==> src/rtl/axi4_lite_clint.sv <==
// AXI4-Lite CLINT timer: 64-bit mtime/mtimecmp in a 16-byte window with
// independent read/write channels, fixed response latency and a registered mtip.
module axi4_lite_clint #(
   parameter logic [31:0] BASE_ADDR    = 32'h0200_0000,
   parameter int          R_DELAY_TIME = 1,
   parameter int          W_DELAY_TIME = 1
) (
   input  logic        clk,
   input  logic        rst,
   input  logic        ARVALID,
   output logic        ARREADY,
   input  logic [31:0] ARADDR,
   output logic        RVALID,
   input  logic        RREADY,
   output logic [31:0] RDATA,
   output logic [1:0]  RRESP,
   input  logic        AWVALID,
   output logic        AWREADY,
   input  logic [31:0] AWADDR,
   input  logic        WVALID,
   output logic        WREADY,
   input  logic [31:0] WDATA,
   input  logic [3:0]  WSTRB,
   output logic        BVALID,
   input  logic        BREADY,
   output logic [1:0]  BRESP,
   output logic        mtip
);
   localparam logic [1:0] RESP_OKAY   = 2'b00;
   localparam logic [1:0] RESP_SLVERR = 2'b10;
   localparam logic [1:0] RESP_DECERR = 2'b11;
   localparam logic [3:0] R_LAST      = 4'(R_DELAY_TIME - 1);
   localparam logic [3:0] W_LAST      = 4'(W_DELAY_TIME - 1);

   typedef enum logic [1:0] {R_IDLE, R_WAIT, R_RESP} r_state_t;
   typedef enum logic [1:0] {W_IDLE, W_WAIT, W_RESP} w_state_t;

   function automatic logic [1:0] decode_resp(input logic [31:0] addr);
      logic [31:0] off;
      off = addr - BASE_ADDR;
      if (off >= 32'd16)          return RESP_DECERR;
      else if (off[1:0] != 2'b00) return RESP_SLVERR;
      else                        return RESP_OKAY;
   endfunction

   r_state_t    r_rstate, w_rstate_next;
   w_state_t    r_wstate, w_wstate_next;
   logic [3:0]  r_rcnt, r_wcnt;
   logic [63:0] r_mtime, r_mtimecmp, w_mtime_inc, w_mtime_next, w_mtimecmp_next;
   logic [31:0] r_shadow, r_rdata, r_awaddr, r_wdata, w_ar_data, w_wmask;
   logic [3:0]  r_wstrb;
   logic [1:0]  r_rresp, r_bresp, w_ar_resp, w_wresp, w_ar_idx, w_aw_idx;
   logic        r_mtip, r_aw_done, r_w_done;
   logic        w_ar_hs, w_aw_hs, w_w_hs, w_both, w_wlast, w_commit;

   assign ARREADY = (r_rstate == R_IDLE);
   assign RVALID  = (r_rstate == R_RESP);
   assign RDATA   = r_rdata;
   assign RRESP   = r_rresp;
   assign AWREADY = (r_wstate == W_IDLE) && !r_aw_done;
   assign WREADY  = (r_wstate == W_IDLE) && !r_w_done;
   assign BVALID  = (r_wstate == W_RESP);
   assign BRESP   = r_bresp;
   assign mtip    = r_mtip;

   // ---------------- read channel ----------------
   assign w_ar_hs   = ARVALID && ARREADY;
   assign w_ar_idx  = 2'((ARADDR - BASE_ADDR) >> 2);
   assign w_ar_resp = decode_resp(ARADDR);

   always_comb begin
      // NOTE: every always_comb output gets a default first so no path can infer a latch.
      w_ar_data = '0;
      if (w_ar_resp == RESP_OKAY) begin
         case (w_ar_idx)
            2'd0:    w_ar_data = r_mtime[31:0];
            2'd1:    w_ar_data = r_shadow;
            2'd2:    w_ar_data = r_mtimecmp[31:0];
            default: w_ar_data = r_mtimecmp[63:32];
         endcase
      end
   end

   always_comb begin
      w_rstate_next = r_rstate;
      case (r_rstate)
         R_IDLE:  if (w_ar_hs)          w_rstate_next = R_WAIT;
         R_WAIT:  if (r_rcnt == R_LAST) w_rstate_next = R_RESP;
         R_RESP:  if (RREADY)           w_rstate_next = R_IDLE;
         default:                       w_rstate_next = R_IDLE;
      endcase
   end

   always_ff @(posedge clk or posedge rst) begin
      if (rst) begin
         r_rstate <= R_IDLE;
         r_rcnt   <= '0;
         r_rdata  <= '0;
         r_rresp  <= RESP_OKAY;
         r_shadow <= '0;
      end else begin
         // NOTE: sequential state uses non-blocking assignments so every flop samples pre-edge values.
         r_rstate <= w_rstate_next;
         r_rcnt   <= (r_rstate == R_WAIT) ? r_rcnt + 4'd1 : 4'd0;
         if (w_ar_hs) begin
            r_rdata <= w_ar_data;
            r_rresp <= w_ar_resp;
            if (w_ar_resp == RESP_OKAY && w_ar_idx == 2'd0) r_shadow <= r_mtime[63:32];
         end
      end
   end

   // ---------------- write channel ----------------
   assign w_aw_hs  = AWVALID && AWREADY;
   assign w_w_hs   = WVALID && WREADY;
   assign w_both   = (r_aw_done || w_aw_hs) && (r_w_done || w_w_hs);
   assign w_wlast  = (r_wstate == W_WAIT) && (r_wcnt == W_LAST);
   assign w_wresp  = decode_resp(r_awaddr);
   assign w_aw_idx = 2'((r_awaddr - BASE_ADDR) >> 2);
   assign w_commit = w_wlast && (w_wresp == RESP_OKAY);
   assign w_wmask  = {{8{r_wstrb[3]}}, {8{r_wstrb[2]}}, {8{r_wstrb[1]}}, {8{r_wstrb[0]}}};

   always_comb begin
      w_wstate_next = r_wstate;
      case (r_wstate)
         W_IDLE:  if (w_both)           w_wstate_next = W_WAIT;
         W_WAIT:  if (r_wcnt == W_LAST) w_wstate_next = W_RESP;
         W_RESP:  if (BREADY)           w_wstate_next = W_IDLE;
         default:                       w_wstate_next = W_IDLE;
      endcase
   end

   always_ff @(posedge clk or posedge rst) begin
      if (rst) begin
         r_wstate  <= W_IDLE;
         r_wcnt    <= '0;
         r_aw_done <= 1'b0;
         r_w_done  <= 1'b0;
         r_awaddr  <= '0;
         r_wdata   <= '0;
         r_wstrb   <= '0;
         r_bresp   <= RESP_OKAY;
      end else begin
         r_wstate <= w_wstate_next;
         r_wcnt   <= (r_wstate == W_WAIT) ? r_wcnt + 4'd1 : 4'd0;
         if (w_aw_hs) r_awaddr <= AWADDR;
         if (w_w_hs) begin
            r_wdata <= WDATA;
            r_wstrb <= WSTRB;
         end
         if (w_both) begin
            r_aw_done <= 1'b0;
            r_w_done  <= 1'b0;
         end else begin
            if (w_aw_hs) r_aw_done <= 1'b1;
            if (w_w_hs)  r_w_done  <= 1'b1;
         end
         if (w_wlast) r_bresp <= w_wresp;
      end
   end

   // ---------------- timer ----------------
   // Unwritten mtime bytes follow the increment so a commit never loses a tick.
   always_comb begin
      w_mtime_inc     = r_mtime + 64'd1;
      w_mtime_next    = w_mtime_inc;
      w_mtimecmp_next = r_mtimecmp;
      if (w_commit) begin
         case (w_aw_idx)
            2'd0:    w_mtime_next[31:0]     = (r_wdata & w_wmask) | (w_mtime_inc[31:0]  & ~w_wmask);
            2'd1:    w_mtime_next[63:32]    = (r_wdata & w_wmask) | (w_mtime_inc[63:32] & ~w_wmask);
            2'd2:    w_mtimecmp_next[31:0]  = (r_wdata & w_wmask) | (r_mtimecmp[31:0]   & ~w_wmask);
            default: w_mtimecmp_next[63:32] = (r_wdata & w_wmask) | (r_mtimecmp[63:32]  & ~w_wmask);
         endcase
      end
   end

   always_ff @(posedge clk or posedge rst) begin
      if (rst) begin
         r_mtime    <= '0;
         r_mtimecmp <= '1;
         r_mtip     <= 1'b0;
      end else begin
         r_mtime    <= w_mtime_next;
         r_mtimecmp <= w_mtimecmp_next;
         r_mtip     <= (r_mtime >= r_mtimecmp);
      end
   end
endmodule

==> config.mk <==
export PLATFORM = sky130hd
export DESIGN_NAME = axi4_lite_clint
export DESIGN_NICKNAME = d
export VERILOG_FILES = /design/src/rtl/axi4_lite_clint.sv
export SDC_FILE = /design/constraint.sdc
export NUM_CORES = 1
export LEC_CHECK = 0
export BUFFER_PORTS_ARGS = -buffer_cell sky130_fd_sc_hd__buf_2
export CAP_MARGIN = 5
export CELL_PAD_IN_SITES_DETAIL_PLACEMENT = 1
export CELL_PAD_IN_SITES_GLOBAL_PLACEMENT = 2
export CORE_UTILIZATION = 30
export DETAILED_ROUTE_END_ITERATION = 16
export HOLD_SLACK_MARGIN = 0.15
export PLACE_DENSITY = 0.65
export SETUP_SLACK_MARGIN = 0.05
export SLEW_MARGIN = 20
export SYNTH_ARGS = -nofsm -noshare
export SYNTH_HDL_FRONTEND = slang
export SYNTH_SLANG_ARGS = --single-unit
export TNS_END_PERCENT = 10
==> constraint.sdc <==
create_clock -name clk -period 9.57 [get_ports clk]
set_input_delay 0.4785 -clock clk [delete_from_list [all_inputs] [get_ports clk]]
set_output_delay 0.4785 -clock clk [all_outputs]
set_load 0.005 [all_outputs]
After elaboration in Yosys (flattened, before gate mapping)
Cells that the tools add are included.

Bits in registers: 279. Input bits: 107. Output and inout port bits: 42. Word-level logic and storage cells: 104.

$add $sub $neg: 5. Magnitude comparators: 3. Equal/unequal tests: 14. Mux-type cells: 23. Bitwise gates (word level): 11. Reductions and logical operators: 31.

Operator list (number): $and 32x32->32 (5); $or 32x32->32 (4); $mux 32 (3); $pmux 32 s3 (1); $add 64x1->64 const B (1); $ge 32x5->1 const B (2); $ge 64x64->1 (1); $mux 64 (1); $sub 32x26->32 const B (2); $not 32->32 (1); $mux 2 (10); $logic_not 2->1 (6); $pmux 2 s3 (2); $logic_and 1x1->1 (9); $add 4x1->4 const B (2); $eq 2x1->1 const B (4); $eq 2x2->1 const B (4); $logic_not 4->1 (2); $mux 4 (2); $ne 2x1->1 const B (4); $reduce_bool 2->1 (4); $reduce_and 2->1 (3); $reduce_and 3->1 (2); $mux 1 (4); 5 further kinds (8).

Logic depth before layout (Yosys ltp)
Gate-level depths: netlist (run 1).

Depth after elaboration: 7. Mapped depth: 10. Mapped depth without buffers: 8.

Least setup slack after synthesis (run 1)
No wires, ideal clock.

Path kind: input to register. From: input port ARADDR[25]. To: register r_shadow[0]. Setup time: 0.125 ns. Arrival: 2.329 ns. Data required time: 9.445 ns. Slack: 7.116 ns. Stages on the path: 10. Path buffers: 2. Path through: inv_1 -> ha_1 -> xnor2_1 -> nand3_1 -> nor4_4 -> nand2_1 -> or3_1 -> buf_2 -> buf_6 -> mux2_4.

Longest elaborated chain between the ends: 6.

Ends and longest elaborated chain: from (decl) (RTL line 12) `input logic [31:0] ARADDR,`; $sub 32x26->32 (RTL line 40) `off = addr - BASE_ADDR;`; $ge 32x5->1 (RTL line 41) `if (off >= 32'd16) return RESP_DECERR;`; $mux 2 (RTL line 41); $logic_not 2->1 (RTL line 108) `if (w_ar_resp == RESP_OKAY && w_ar_idx == 2'd0) r_shadow <= r_mtime[63:32];`; $logic_and 1x1->1 (RTL line 108); $reduce_and 2->1 (no source line); to (signal assigned) (RTL line 108); to (decl) (RTL line 50) `logic [31:0] r_shadow, r_rdata, r_awaddr, r_wdata, w_ar_data, w_wmask;`.

No other way between the ends. A chain may end at the register's enable or synchronous reset.

Worst setup path after layout (run 1)
From: register r_awaddr[25]. To: register r_mtime[8].

Longest elaborated chain between the ends: 6.

Ends and longest elaborated chain: from (decl) (RTL line 50); from (signal assigned) (RTL line 139) `r_awaddr <= '0;`; from (signal assigned) (RTL line 146) `if (w_aw_hs) r_awaddr <= AWADDR;`; $sub 32x26->32; $ge 32x5->1 (RTL line 41); $mux 2 (RTL line 41); $logic_not 2->1 (RTL line 120) `assign w_commit = w_wlast && (w_wresp == RESP_OKAY);`; $logic_and 1x1->1 (RTL line 120); $mux 64 (RTL line 168) `if (w_commit) begin`; named net w_mtime_next[8] (RTL line 49) `logic [63:0] r_mtime, r_mtimecmp, w_mtime_inc, w_mtime_next, w_mtimecmp_next;`; to (signal assigned) (RTL line 184) `r_mtime <= w_mtime_next;`; to (decl) (RTL line 49).

The timed path passes the listed nets, and every way through them passes these cells.

==> results.yml, run 1 <==
clocking:
  htree_num_levels: 2
  cts_setup_buffers: 0
  numCtsBuffers: 35
  cts_root_buf: "clkbuf_16"
  path_clk_slew_ns: 0.06
  cts-resized-gates: 0
  cts_hold_buf: 52
  cts_tree: "done"
  numClockSinks: 279
  cts_buffer_depth: 3
  clk_latency_ns: 0.55
grt:
  grt_max_degree: 161
  grt_pass1_vias: 11200
  grt_overflow: 0
  grt_pass1_wl_mm: 68.7
  antenna_found_initial: 0
  grt_usage_pct: 18.1
critical_path:
  path_cells: "inv_1, ha_1, nor4b_1, nand4_1, nor4_2, nand3_1, mux2_2"
  start_kind: "flop"
  cp_num_buf_inv: 1
  slowest_delay_ns: 0.75
  cp-end-kind: "flop"
  critPathArrivalTime_ns: 3.80
  crit_type: "flop to flop"
  cpMaxStageDelayCell: "nand3_1"
  required_ns: 10.00
  critPathTopFamily: "simple AND/OR/NAND/NOR gates"
  r2r_slack_ns: 6.20
  path_max_fanout: 15
synthesis:
  yosysWarnings: 0
  synth_edf_count: 0
  synth-seq-area-share_pct: 48.9
  avgSynthCellArea_um2: 11.9
  synth_area_mm2: 0.0145
  syn_inst: 1216
  ys_async_sr_fraction_pct: 100
  syn-num-nets: 1394
  ys_seq_elements: 279
  ys_types: 56
  synth_flop_cell: "dfrtp_1"
route:
  routed_wl_mm: 43.3
  drt_iter0_markers: 386
  drc: 0
  num_vias: 10400
  wl_per_cell_um: 21.0
  vias_per_cell: 5.03
  drt_pre_antenna_iters: 4
  antenna_left: 0
place:
  dpl.hpwl_mm: 30.2
  dp_slack_ns: 6.15
  routabilityCongestion: 0.798
  dpl_cell_area_mm2: 0.0159
  dp.cells: 1948
  portBuffers: 148
floorplanning:
  dieHeight_um: 222
  chipWidth_um: 222
  io-pin-count: 149
  core_mm2: 0.0476
  rows: 80
  dieArea_mm2: 0.0491
  initial_core_util_pct: 30.3
run_status:
  status: "complete, no violations"
timing:
  grt_setup_unrepaired: "no"
  setup_violations: 0
  finalCritPeriodShare_pct: 35.2
  final_hold_viol_count: 0
  slew_viol_final: 0
  setup_tns_ns: 0
  hold_ws_ns: 0.180
  fmax_mhz: 297
  worst_slack_ns: 6.20
  min_period_ns: 3.37
  tightest_slew_ns: 1.09
  skew_ns: 0.0284
  slew-limit-headroom_pct: 26.7
final_layout:
  final_core_util_pct: 36.9
  finalNonFillerCells: 2065
  antenna_cells: 0
  synthToLayoutAreaGrowth_pct: 21.6
  final_area_mm2: 0.0176
  nFillCells: 5192
  drive_gt1_share_pct: 34.3
  nets: 1601
power_and_ir_drop:
  powerDensity_mw_per_mm2: 193
  vdd_drop_max_mv: 0.119
  leakage_nw: 7.74
  p_total_mw: 3.38
hold_path:
  worstHoldPathType: "input pin to flop"
run:
  cap_violations: 0
## cell usage after synthesis (3+ instances only)
cell type    n  area, µm²
buf_1        7       26.3
buf_6        3       33.8
a221oi_1     3       26.3
clkbuf_1    30        113
and2_1       3       18.8
xor2_1      27        236
nand2b_1     4       25.0
a21oi_1     65        325
a2111oi_0    3       26.3
mux2_2     143       1610
and4_1       6       52.6
mux2_4      30        450
nand3_1     43        215
ha_1        71        888
a21o_1       8       60.1
nor2_1      96        360
a211oi_1     4       30.0
o21a_1       7       52.6
nor4_1      30        188
buf_2        3       15.0
nor3b_1      3       22.5
dfstp_2     64       1680
and3_1       3       18.8
xnor2_1     41        359
nor3_1      26        130
or2_2        3       18.8
inv_1       87        327
o21ai_0     10       50.1
nand4_1     27        169
mux4_2      32        721
a32o_1      32        320
dfrtp_1    215       5380
nand2_1     54        203
or3_1        5       31.3
## report_power, final
group	internal [mW]	leakage, nW	total (mW)	switching [mW]
combinational	0.254	3.72	0.481	0.227
sequential	1.35	3.47	1.59	0.243
clock	0.780	0.559	1.31	0.529
## cells by family (layout without fill, tap and decap cells)
family,Yosys count,after routing,share of synthesized area [%]
multiplexers,206,206,19.3
flip-flops,279,279,48.9
adder cells (fa/ha/maj),71,71,6.15
AND/OR/NAND/NOR,319,319,11.2
buffers and inverters,130,364,3.56
XOR/XNOR,68,68,4.12
AO/OA/AOI/OAI,143,143,6.79
## worst paths after layout
kind / start / cells past startpoint / end
max: r_awaddr[25] / 7 / r_mtime[8]
min: WDATA[28] / 2 / r_wdata[28]
max reg2reg: r_awaddr[25] / 7 / r_mtime[8]
min reg2reg: r_w_done / 1 / r_aw_done
max in group asynchronous: rst / 4 / r_wdata[12]
min in group asynchronous: rst / 3 / r_wdata[5]
## routing by layer
layer	GRT usage (%)	vias up	share of wire (%)	routed length [µm]
met4	4.10	0	1.6	672
met3	3.18	41	4.3	1860
met5	0	-	0	0
met2	29.3	164	47	20300
li1	-	4836	-	-
met1	25.3	5355	47	20500
## cell type report
| class | count | area, µm² | area share (%) |
|---|---|---|---|
| multi-input cells | 807 | 6900 | 39.3 |
| clock inverters | 9 | 91.3 | 0.520 |
| repair buffers | 213 | 1370 | 7.82 |
| inverters | 87 | 334 | 1.90 |
| flip-flops and latches | 279 | 7060 | 40.2 |
| well taps | 615 | 769 | 4.38 |
| clock buffers | 55 | 1040 | 5.93 |
## layout by cell type, fill, tap and decap left out, types with 25 or more instances in the layout
cell type	instances
nand3_1	43
inv_1	86
nand4_1	27
a32o_1	32
xnor2_1	41
nor4_1	29
dfrtp_1	215
clkbuf_16	36
mux4_2	32
nor2_1	95
buf_2	148
nor3_1	25
a21oi_1	65
ha_1	71
dlygate4sd3_1	53
nand2_1	54
mux2_4	30
dfstp_2	64
mux2_2	143
xor2_1	27
Power figures use the tool's default switching activity.
==> run 2, diff against run 1 <==
PLACE_DENSITY = 0.67   (was 0.65)
clock period = 3 ns   (was 9.57 ns; I/O delays follow)
==> run 2 against run 1 <==
Against the previous run:
- combinational power increased to 3.4 times the previous value
- largest cell class unchanged
- fmax increased by 24%
- critical path depth increased by 2
- total power increased to 3.3 times the previous value
- first-iteration DRC count increased by 17%
- worst hold slack improved by 0.073 ns
- critical endpoint is now r_mtime[61]
- register-to-register slack got worse by 5.9 ns
==> results.yml, run 2 (synthesis results as in run 1) <==
run_status:
  status: "complete, no violations"
floorplanning:
  dieArea_mm2: 0.0491
  dieHeight_um: 222
  core_mm2: 0.0476
  chipWidth_um: 222
  io-pin-count: 149
  rows: 80
  initial_core_util_pct: 30.3
route:
  routed_wl_mm: 44.3
  drc: 0
  antenna_left: 0
  drt_iter0_markers: 450
  wl_per_cell_um: 20.8
  vias_per_cell: 4.98
  num_vias: 10600
  drt_pre_antenna_iters: 4
final_layout:
  final_core_util_pct: 38.4
  drive_gt1_share_pct: 36.0
  final_cell_mix: "dfrtp_1 (215), buf_2 (148), mux2_2 (143), nor2_1 (95), inv_1 (86)"
  final_common_cell: "dfrtp_1"
  antenna_cells: 0
  finalNonFillerCells: 2132
  synthToLayoutAreaGrowth_pct: 26.5
  nets: 1669
  final_area_mm2: 0.0183
critical_path:
  cp.depth: 9
  start_kind: "flop"
  crit_type: "flop to flop"
  r2r_end: "r_mtime[61]"
  required_ns: 3.43
  r2r_slack_ns: 0.30
  r2r_cells: 9
  slowest_delay_ns: 0.37
  cpMaxStageDelayCell: "mux2_2"
  cp_num_buf_inv: 2
  path_max_fanout: 8
  timing.rr.start: "r_awaddr[25]"
  crit_end: "r_mtime[61]"
  path_cells: "inv_1, ha_1, nor4b_1, and4_1, nand4b_1, nor3b_1, buf_4, nand2_1, mux2_2"
  cp-end-kind: "flop"
  critPathArrivalTime_ns: 3.13
  cp-startpoint: "r_awaddr[25]"
  critPathTopFamily: "simple AND/OR/NAND/NOR gates"
timing:
  worst_slack_ns: 0.295
  slew_viol_final: 0
  tightest_slew_ns: 0.859
  fmax_mhz: 370
  setup_tns_ns: 0
  finalCritPeriodShare_pct: 90.2
  skew_ns: 0.0190
  min_period_ns: 2.70
  hold_ws_ns: 0.253
  slew-limit-headroom_pct: 42.7
  setup_violations: 0
  grt_setup_unrepaired: "no"
  final_hold_viol_count: 0
grt:
  grt_pass1_vias: 11800
  grt_usage_pct: 18.7
  grt_pass1_wl_mm: 70.7
  grt_overflow: 0
  antenna_found_initial: 0
  grt_max_degree: 150
place:
  portBuffers: 148
  dp_slack_ns: 0.186
  routabilityCongestion: 0.773
  dpl_cell_area_mm2: 0.0163
  dp.cells: 1994
  dpl.hpwl_mm: 31.3
run:
  cap_violations: 0
clocking:
  path_clk_slew_ns: 0.06
  clk_latency_ns: 0.54
  numCtsBuffers: 35
  cts_tree: "done"
  numClockSinks: 279
  cts_buffer_depth: 3
  htree_num_levels: 2
  cts_root_buf: "clkbuf_16"
power_and_ir_drop:
  leakage_nw: 8.13
  powerDensity_mw_per_mm2: 612
  p_total_mw: 11.2
  vdd_drop_max_mv: 0.305
hold_path:
  hold_depth: 4
  worstHoldPathType: "input pin to flop"
  min_from: "AWVALID"
## run 2: cell types whose count changed in the layout (fill, tap and decap cells not counted), sizes merged
| cell | before | now |
|---|---|---|
| buf | 160 | 206 |
| dlygate4sd3 | 53 | 75 |
| bufinv | 1 | 4 |
| clkinv | 6 | 3 |
| inv | 89 | 87 |
| clkinvlp | 0 | 1 |
## run 2: cell type report
cell class | count | area [µm²]
Fill cell | 5158 | 29400
Inverter | 87 | 330
Tap cell | 615 | 769
Clock inverter | 8 | 155
Multi-Input combinational cell | 807 | 6890
Clock buffer | 55 | 1080
Sequential cell | 279 | 7060
Timing Repair Buffer | 281 | 2000
## run 2: worst min-delay path: cells and delay by family
family                 cells  cell delay, ns
buffers and inverters      1            0.09
AND/OR/NAND/NOR            2            0.43
AO/OA/AOI/OAI              1            0.07
## run 2: power by group
part	total [mW]	switching, mW	internal, mW	leakage (nW)
Combinational	1.62	0.742	0.875	4.06
Clock	4.51	1.68	2.83	0.608
Sequential	5.07	0.762	4.31	3.47
## run 2: per-layer routing
metal | global-route usage, % | vias to the layer above | wire [µm]
li1 | - | 4964 | -
met1 | 24.8 | 5386 | 20000
met2 | 31.1 | 203 | 21100
met3 | 3.27 | 66 | 2020
met4 | 5.71 | 0 | 1100
met5 | 0 | - | 0
## run 2: timing repair
| item | CTS | global route |
|---|---|---|
| buffers inserted | 0 | 0 |
| hold endpoints to repair | 288 | 0 |
| setup endpoints to repair | 0 | 1 |
| gates resized for setup | 0 | 3 |
| hold buffers | 75 | 0 |
## run 2: how the worst min path moves through the flow
stage | to | slack, ns
finish | r_awaddr[26] | 0.25
global placement | r_wstate[1] | 0.36
CTS | r_awaddr[26] | 0.23
detailed placement | r_wstate[1] | 0.37
global route | r_aw_done | 0.29
floorplan | r_wstate[1] | 0.26
